File: src/rtl/med_window_feeder.sv
// rtl/med_window_feeder.sv - 3x3 window builder that serialises each interior window to the median stage
// Optional WIN_CNT output (windows issued this frame) is enabled by MED_FEEDER_WINCNT_EN.
module med_window_feeder #(
  parameter int width = 8,
  parameter int IMG_W = 16,
  parameter int IMG_H = 16
) (
  input  logic             CLK,
  input  logic             RST,
  input  logic [width-1:0] PIX_IN,
  input  logic             PIX_VALID,
  input  logic             PIX_SOF,
  output logic             PIX_READY,
  output logic [width-1:0] DO,
  output logic             DSO,
  input  logic             MED_DONE,
  output logic             FRAME_DONE
`ifdef MED_FEEDER_WINCNT_EN
  ,
  output logic [15:0]      WIN_CNT
`endif
);

  localparam int CW = $clog2(IMG_W);
  localparam int RW = $clog2(IMG_H);
  localparam logic [CW-1:0] COL_LAST = CW'(IMG_W - 1);
  localparam logic [RW-1:0] ROW_LAST = RW'(IMG_H - 1);
  localparam logic [CW-1:0] COL_TWO  = CW'(2);
  localparam logic [RW-1:0] ROW_TWO  = RW'(2);

  typedef enum logic [1:0] {IDLE, SEND, WAIT} state_t;

  state_t           state;
  logic [3:0]       cnt;
  logic [CW-1:0]    col;
  logic [RW-1:0]    row;
  logic [CW-1:0]    eff_col;
  logic [RW-1:0]    eff_row;
  logic [width-1:0] lb1 [IMG_W];
  logic [width-1:0] lb2 [IMG_W];
  logic [width-1:0] win [9];
  logic             last_win;
  logic             accept;
  logic             win_hit;

  // A SOF accept is always placed at (0,0) regardless of where the counters are.
  assign accept  = PIX_VALID & PIX_READY;
  assign eff_col = PIX_SOF ? '0 : col;
  assign eff_row = PIX_SOF ? '0 : row;
  assign win_hit = (eff_row >= ROW_TWO) && (eff_col >= COL_TWO);

  assign FRAME_DONE = (state == WAIT) && MED_DONE && last_win;

  always_ff @(posedge CLK) begin
    if (accept) begin
      lb2[eff_col] <= lb1[eff_col];
      lb1[eff_col] <= PIX_IN;
    end
  end

  always_ff @(posedge CLK or posedge RST) begin
    if (RST) begin
      state     <= IDLE;
      cnt       <= '0;
      PIX_READY <= 1'b1;
      DSO       <= 1'b0;
      DO        <= '0;
      col       <= '0;
      row       <= '0;
      last_win  <= 1'b0;
      for (int i = 0; i < 9; i++) win[i] <= '0;
    end else begin
      case (state)
        IDLE: begin
          if (accept) begin
            win[0] <= win[1];
            win[1] <= win[2];
            win[2] <= lb2[eff_col];
            win[3] <= win[4];
            win[4] <= win[5];
            win[5] <= lb1[eff_col];
            win[6] <= win[7];
            win[7] <= win[8];
            win[8] <= PIX_IN;
            if (eff_col == COL_LAST) begin
              col <= '0;
              row <= (eff_row == ROW_LAST) ? '0 : eff_row + RW'(1);
            end else begin
              col <= eff_col + CW'(1);
              row <= eff_row;
            end
            if (win_hit) begin
              // win[1] becomes the new top-left after this shift, so it leads the burst.
              state     <= SEND;
              PIX_READY <= 1'b0;
              DSO       <= 1'b1;
              DO        <= win[1];
              cnt       <= 4'd1;
              last_win  <= (eff_row == ROW_LAST) && (eff_col == COL_LAST);
            end
          end
        end
        SEND: begin
          if (cnt == 4'd9) begin
            state <= WAIT;
            DSO   <= 1'b0;
          end else begin
            DO  <= win[cnt];
            cnt <= cnt + 4'd1;
          end
        end
        WAIT: begin
          if (MED_DONE) begin
            state     <= IDLE;
            PIX_READY <= 1'b1;
          end
        end
        default: begin
          state     <= IDLE;
          PIX_READY <= 1'b1;
          DSO       <= 1'b0;
        end
      endcase
    end
  end

`ifdef MED_FEEDER_WINCNT_EN
  always_ff @(posedge CLK or posedge RST) begin
    if (RST) begin
      WIN_CNT <= '0;
    end else if (state == IDLE && accept) begin
      if (PIX_SOF) WIN_CNT <= '0;
      else if (win_hit && WIN_CNT != 16'hFFFF) WIN_CNT <= WIN_CNT + 16'd1;
    end
  end
`endif

endmodule

File: config.mk
export PLATFORM = sky130hd
export DESIGN_NAME = med_window_feeder
export DESIGN_NICKNAME = d
export VERILOG_FILES = /design/src/rtl/med_window_feeder.sv
export SDC_FILE = /design/constraint.sdc
export NUM_CORES = 1
export LEC_CHECK = 0
export ABC_AREA = 1
export CORE_ASPECT_RATIO = 1.75
export CORE_UTILIZATION = 50
export CTS_CLUSTER_DIAMETER = 120
export CTS_CLUSTER_SIZE = 30
export DETAILED_ROUTE_END_ITERATION = 7
export GPL_ROUTABILITY_DRIVEN = 0
export GPL_TIMING_DRIVEN = 0
export PLACE_DENSITY = 0.66
export SLEW_MARGIN = 15
export SYNTH_ARGS = -nofsm -noshare
export SYNTH_HDL_FRONTEND = slang
export SYNTH_SLANG_ARGS = --single-unit
File: constraint.sdc
create_clock -name CLK -period 9.35 [get_ports CLK]
set_input_delay 2.805 -clock CLK [delete_from_list [all_inputs] [get_ports CLK]]
set_output_delay 2.805 -clock CLK [all_outputs]
set_load 0.05 [all_outputs]
* After elaboration in Yosys (flattened, before gate mapping)
Memory sizes are Yosys's and may differ from the RTL's. A register that Yosys moved wholly into a read port is not among the register bits.
Index checks and enable logic that the tools add are counted.
** Cells by class
- Add/sub/neg operators :: 3
- $lt $le $gt $ge :: 3
- Equality and inequality tests :: 10
- Multiplexer cells :: 31
- Bitwise operators :: 4
- Reductions and logical operators :: 12
** Operators by type and width (count)
- $mux W8 :: 5
- $bmux W8 S4 :: 1
- $mux W4 :: 8
- $pmux W8 S2 :: 1
- $reduce_and A4 Y1 :: 4
- $add A4 B1 Y4 const B :: 3
- $eq A4 B4 Y1 const B :: 3
- $ne A2 B2 Y1 const B :: 5
- $ge A4 B2 Y1 const B :: 2
- $mux W1 :: 8
- $mux W2 :: 4
- $pmux W4 S2 :: 1
- $pmux W1 S3 :: 2
- $pmux W2 S3 :: 1
- $ge A5 B5 Y1 const B :: 1
- $not A4 Y5 :: 1
- $logic_and A1 B1 Y1 :: 4
- $reduce_and A3 Y1 :: 1
- $eq A2 B1 Y1 const B :: 1
- $eq A2 B2 Y1 const B :: 1
- $logic_not A2 Y1 :: 1
- $not A1 Y1 :: 2
- $reduce_and A2 Y1 :: 1
- $reduce_bool A2 Y1 :: 1
- $and A1 B1 Y1 :: 1
** Word-level totals
- Register bits after elaboration :: 89
- Bits in writable memories :: 256
- Bits of input ports :: 13
- Output and inout bits :: 11
- Logic and storage cells :: 81
- Memories kept :: 2
** Memory list
- lb1 :: words 16, bits a word 8, rd ports 1, clocked after Yosys merged registers in 0, wr ports 1, line 39 : logic [width-1:0] lb1 [IMG_W];
- lb2 :: words 16, bits a word 8, rd ports 1, clocked after Yosys merged registers in 1, wr ports 1, line 40 : logic [width-1:0] lb2 [IMG_W];

* Logic depth before layout (Yosys ltp)
Gate-level depths: netlist of run 1.
- Word-level depth :: 6
- Mapped depth :: 13
- Mapped depth without buffers :: 11

* Least setup slack after synthesis of run 1
Ideal clock, no wire load.
- Kind :: in2out
- Start :: input MED_DONE
- End :: output FRAME_DONE
- Arrival :: 3499 ps
- Data required time :: 6545 ps
- Slack :: 3046 ps
- Stages on the path :: 2
- Buffers on the path :: 0
- Cell sequence :: nand2_1 nor2_1
** On the way
- Longest elaborated chain between the ends :: 2
** RTL lines
- start: declaration :: line 16 : input logic MED_DONE,
- $logic_and A1 B1 Y1 (2 in a row) :: line 52 : assign FRAME_DONE = (state == WAIT) && MED_DONE && last_win;
- end: declaration :: line 17 : output logic FRAME_DONE
No other way between the ends.

* Worst setup path in the final report of run 1
Same ends and word-level chain as after synthesis.

==> results.py, run 1 <==
metrics = {
    "status": {
        "status": "complete, no violations",
    },
    "die": {
        "die_y_um": 235,
        "fp.dieW_um": 135,
        "start_util_pct": 50.7,
        "ioPinCount": 24,
        "coreArea_um2": 30700,
        "dieArea_um2": 31900,
        "row_count": 85,
    },
    "setup_path": {
        "crit_start": "MED_DONE",
        "critical_path.top_delay_family": "buffers and inverters",
        "cp.depth": 4,
        "rr_worst_depth": 9,
        "r2r_setup_slack_ns": 6.64,
        "slowest_stage": "clkdlybuf4s50_1",
        "critPathLaunchType": "primary input",
        "crit_path_end": "FRAME_DONE",
        "setup.worst_path.end_class": "primary output",
        "arrival_ns": 4.26,
        "required_ns": 6.55,
        "path_cells": "clkdlybuf4s50_1, nand2_1, nor2_1, clkdlybuf4s50_1",
        "crit_buf_inv": 2,
        "worstReg2RegEnd": "lb2[7][3]",
        "cp_common_cell": "clkdlybuf4s50_1",
        "critPathKind": "in2out",
        "critPathMaxFanout": 3,
        "cp_slowest_stage_delay_ns": 0.80,
        "crit-reg2reg-launch": "col[0]",
    },
    "sta": {
        "setup_viol": 0,
        "slew_violations": 0,
        "fin_crit_sh_pct": 75.5,
        "worst_slack_ns": 2.29,
        "rsz0062_at_grt": "false",
        "slew_headroom_pct": 34.3,
        "hold_viol": 0,
        "finalSetupTns_ns": 0,
        "worst_slew_pin_slew_ns": 0.983,
        "period_minus_slack_ns": 7.06,
        "fmax_mhz": 142,
        "finClkSkew_ns": 0.0285,
    },
    "clocking": {
        "post-cts-setup-buffers": 0,
        "numCtsBuffers": 15,
        "cts_num_sinks": 353,
        "cts_tree": "done",
        "hold_buffers": 0,
        "clkTransAtPathRegs_ns": 0.11,
        "insertion_delay_ns": 0.53,
        "ctsResizeCount": 0,
        "clk_path_buf_depth": 3,
        "cts-root-buf": "clkbuf_16",
        "h-tree-depth": 1,
    },
    "placed_design": {
        "dp_hpwl_mm": 30.8,
        "place_ws_ns": 2.29,
        "port_buffers": 22,
    },
    "synthesis": {
        "synth.distinct_cells": 32,
        "synthCells": 1626,
        "synth_seq_cells": 353,
        "syn_area_per_cell_um2": 9.58,
        "yosysSeqAreaShare_pct": 65.0,
        "syn_nets": 1644,
        "syn_area_um2": 15600,
        "yosysWarnings": 0,
    },
    "cells_and_area": {
        "final_common_cell": "nand2_1",
        "diodes": 0,
        "final_cell_mix": "587 x nand2_1, 256 x edfxtp_1, 171 x nand3_1",
        "layout-drive-gt1-share_pct": 7.87,
        "syn_to_final_growth_pct": 9.26,
        "fin_util_pct": 55.4,
        "fin_nets": 1700,
    },
    "global_route": {
        "grt_max_degree": 60,
        "grt_pass1_wl_mm": 65.0,
        "grt_pass1_vias": 11100,
        "antenna_found_initial": 0,
        "grt_use_total_pct": 28.0,
        "gr-total-overflow": 0,
    },
    "drt": {
        "first_pass_iters": 6,
        "post_drt_wl_per_cell_um": 20.5,
        "drtIter0Drc": 863,
        "route.detailed.drc": 0,
        "finalWirelength_mm": 42.7,
        "final_antenna_net_count": 0,
        "vias": 11300,
        "viasPerCell": 5.42,
    },
    "power": {
        "powerDensity_nw_per_um2": 270,
        "peakVddDrop_v": 0.000209,
        "p_leak_nw": 7.39,
    },
    "hold_path": {
        "hp-class": "reg2reg",
    },
    "flow_run": {
        "maxCapViolations": 0,
    },
}
## final cells by class
cell class | instances | area (µm²)
clock buffers | 24 | 409
plain buffers | 81 | 415
well taps | 391 | 489
repair buffers | 39 | 493
inverters | 180 | 681
clock inverters | 1 | 8.76
multi-input cells | 1012 | 4400
fillers | 2693 | 13700
flip-flops and latches | 353 | 10100
## stage by stage
stage	cell area, µm²	cells	power [W]	hold WS, ns
6_report	17000	2081	0.00460	0.488
5_1_grt	17000	2081	0.00484	0.504
4_1_cts	17000	2081	0.00458	0.494
3_5_place_dp	16600	2056	0.00382	0.464
3_3_place_gp	16300	2039	0.00377	0.458
2_1_floorplan	15600	1626	0.00319	0.444
## state kept, by name, indices dropped and copies added (netlist names), 2 cells and up
| register | cells |
|---|---|
| state | 2 |
| row | 4 |
| cnt | 4 |
| lb1 | 128 |
| DO | 8 |
| col | 4 |
| win | 72 |
| lb2 | 128 |
## power breakdown
part	switching, W	internal [W]
clock	0.000467	0.000310
sequential	0.000128	0.00203
combinational	0.00122	0.000445
total	0.00182	0.00278
## routing by layer
layer	routed length [µm]	GRT usage (%)
met5	0	0.159
met4	3110	19.0
met3	2020	2.93
met2	22400	49.9
met1	15200	30.7
## worst min path at each step
stage / start / end / depth (start not counted)
after floorplan: win[47] / win[47] / 2
after global placement: DSO / DSO / 2
after detailed placement: DO[3] / DO[3] / 2
after CTS: DSO / DSO / 2
after global routing: win[28] / win[28] / 2
final: win[26] / win[26] / 2
## cells in the mapped netlist
cell type  count  area (µm²)
o21ai_1        8        40.0
inv_1        169         634
o21ai_0       89         445
nand3_1      171         856
buf_4         11        82.6
nor2_1        79         297
a21oi_1       32         160
buf_2         44         220
mux2i_1        1        10.0
nand2_4        1        11.3
xnor2_1        1        8.76
dfstp_2        1        26.3
clkbuf_1      19        71.3
buf_1          5        18.8
nand4_1       10        62.6
inv_2         10        37.5
xor2_1         2        17.5
inv_4          1        6.26
or2_0          1        6.26
nand3_2        3        30.0
a21boi_1       1        7.51
dfrtp_1       96        2400
ha_1           5        62.6
nor3_1         1        5.00
nor2_2         5        31.3
nand2_2        4        25.0
nor2_4         1        11.3
nand2_1      587        2200
o211ai_1       8        60.1
buf_6          2        22.5
edfxtp_1     256        7690
o22ai_1        2        12.5
## worst min-delay path, cell delays in order, from the launching register on
cell and delay [ns]:
dfrtp_1 0.36, nand2_1 0.06, nand2_1 0.05
## logic make-up after synthesis
logic type | after synthesis | synth area share [%]
AOI/OAI and AO/OA | 140 | 4.66
xor gates and xnor gates | 3 | 0.169
adders and majority gates | 5 | 0.402
buffers and inverters | 261 | 7.02
DFF | 353 | 65.0
muxes | 1 | 0.0643
and+or+nand+nor | 863 | 22.7
Note: power is estimated with default switching activity, not from simulation.
==> run 2, diff against run 1 <==
- clock period: 9.35 -> 6.5 ns (I/O delays scaled with it)
==> results of run 2 <==
The final DEF is identical to that of run 1. Status: complete, no violations.
Main changes from that run: setup slack after placement 2.29 ns -> 1.15 ns; setup slack after layout 2.29 ns -> 1.15 ns; register-to-register setup slack 6.64 ns -> 3.79 ns; total power 0.00460 W -> 0.00661 W; worst IR drop on VDD 0.000209 V -> 0.000301 V
==> run 3, diff against run 2 <==
- clock period: 6.5 -> 5 ns (I/O delays scaled with it)
==> results of run 3 <==
The final DEF is identical to that of run 1. Status: complete, no violations.
Main changes from that run: setup slack after placement 2.29 ns -> 0.546 ns; setup slack after layout 2.29 ns -> 0.548 ns; register-to-register setup slack 6.64 ns -> 2.29 ns; total power 0.00460 W -> 0.00860 W; worst IR drop on VDD 0.000209 V -> 0.000392 V
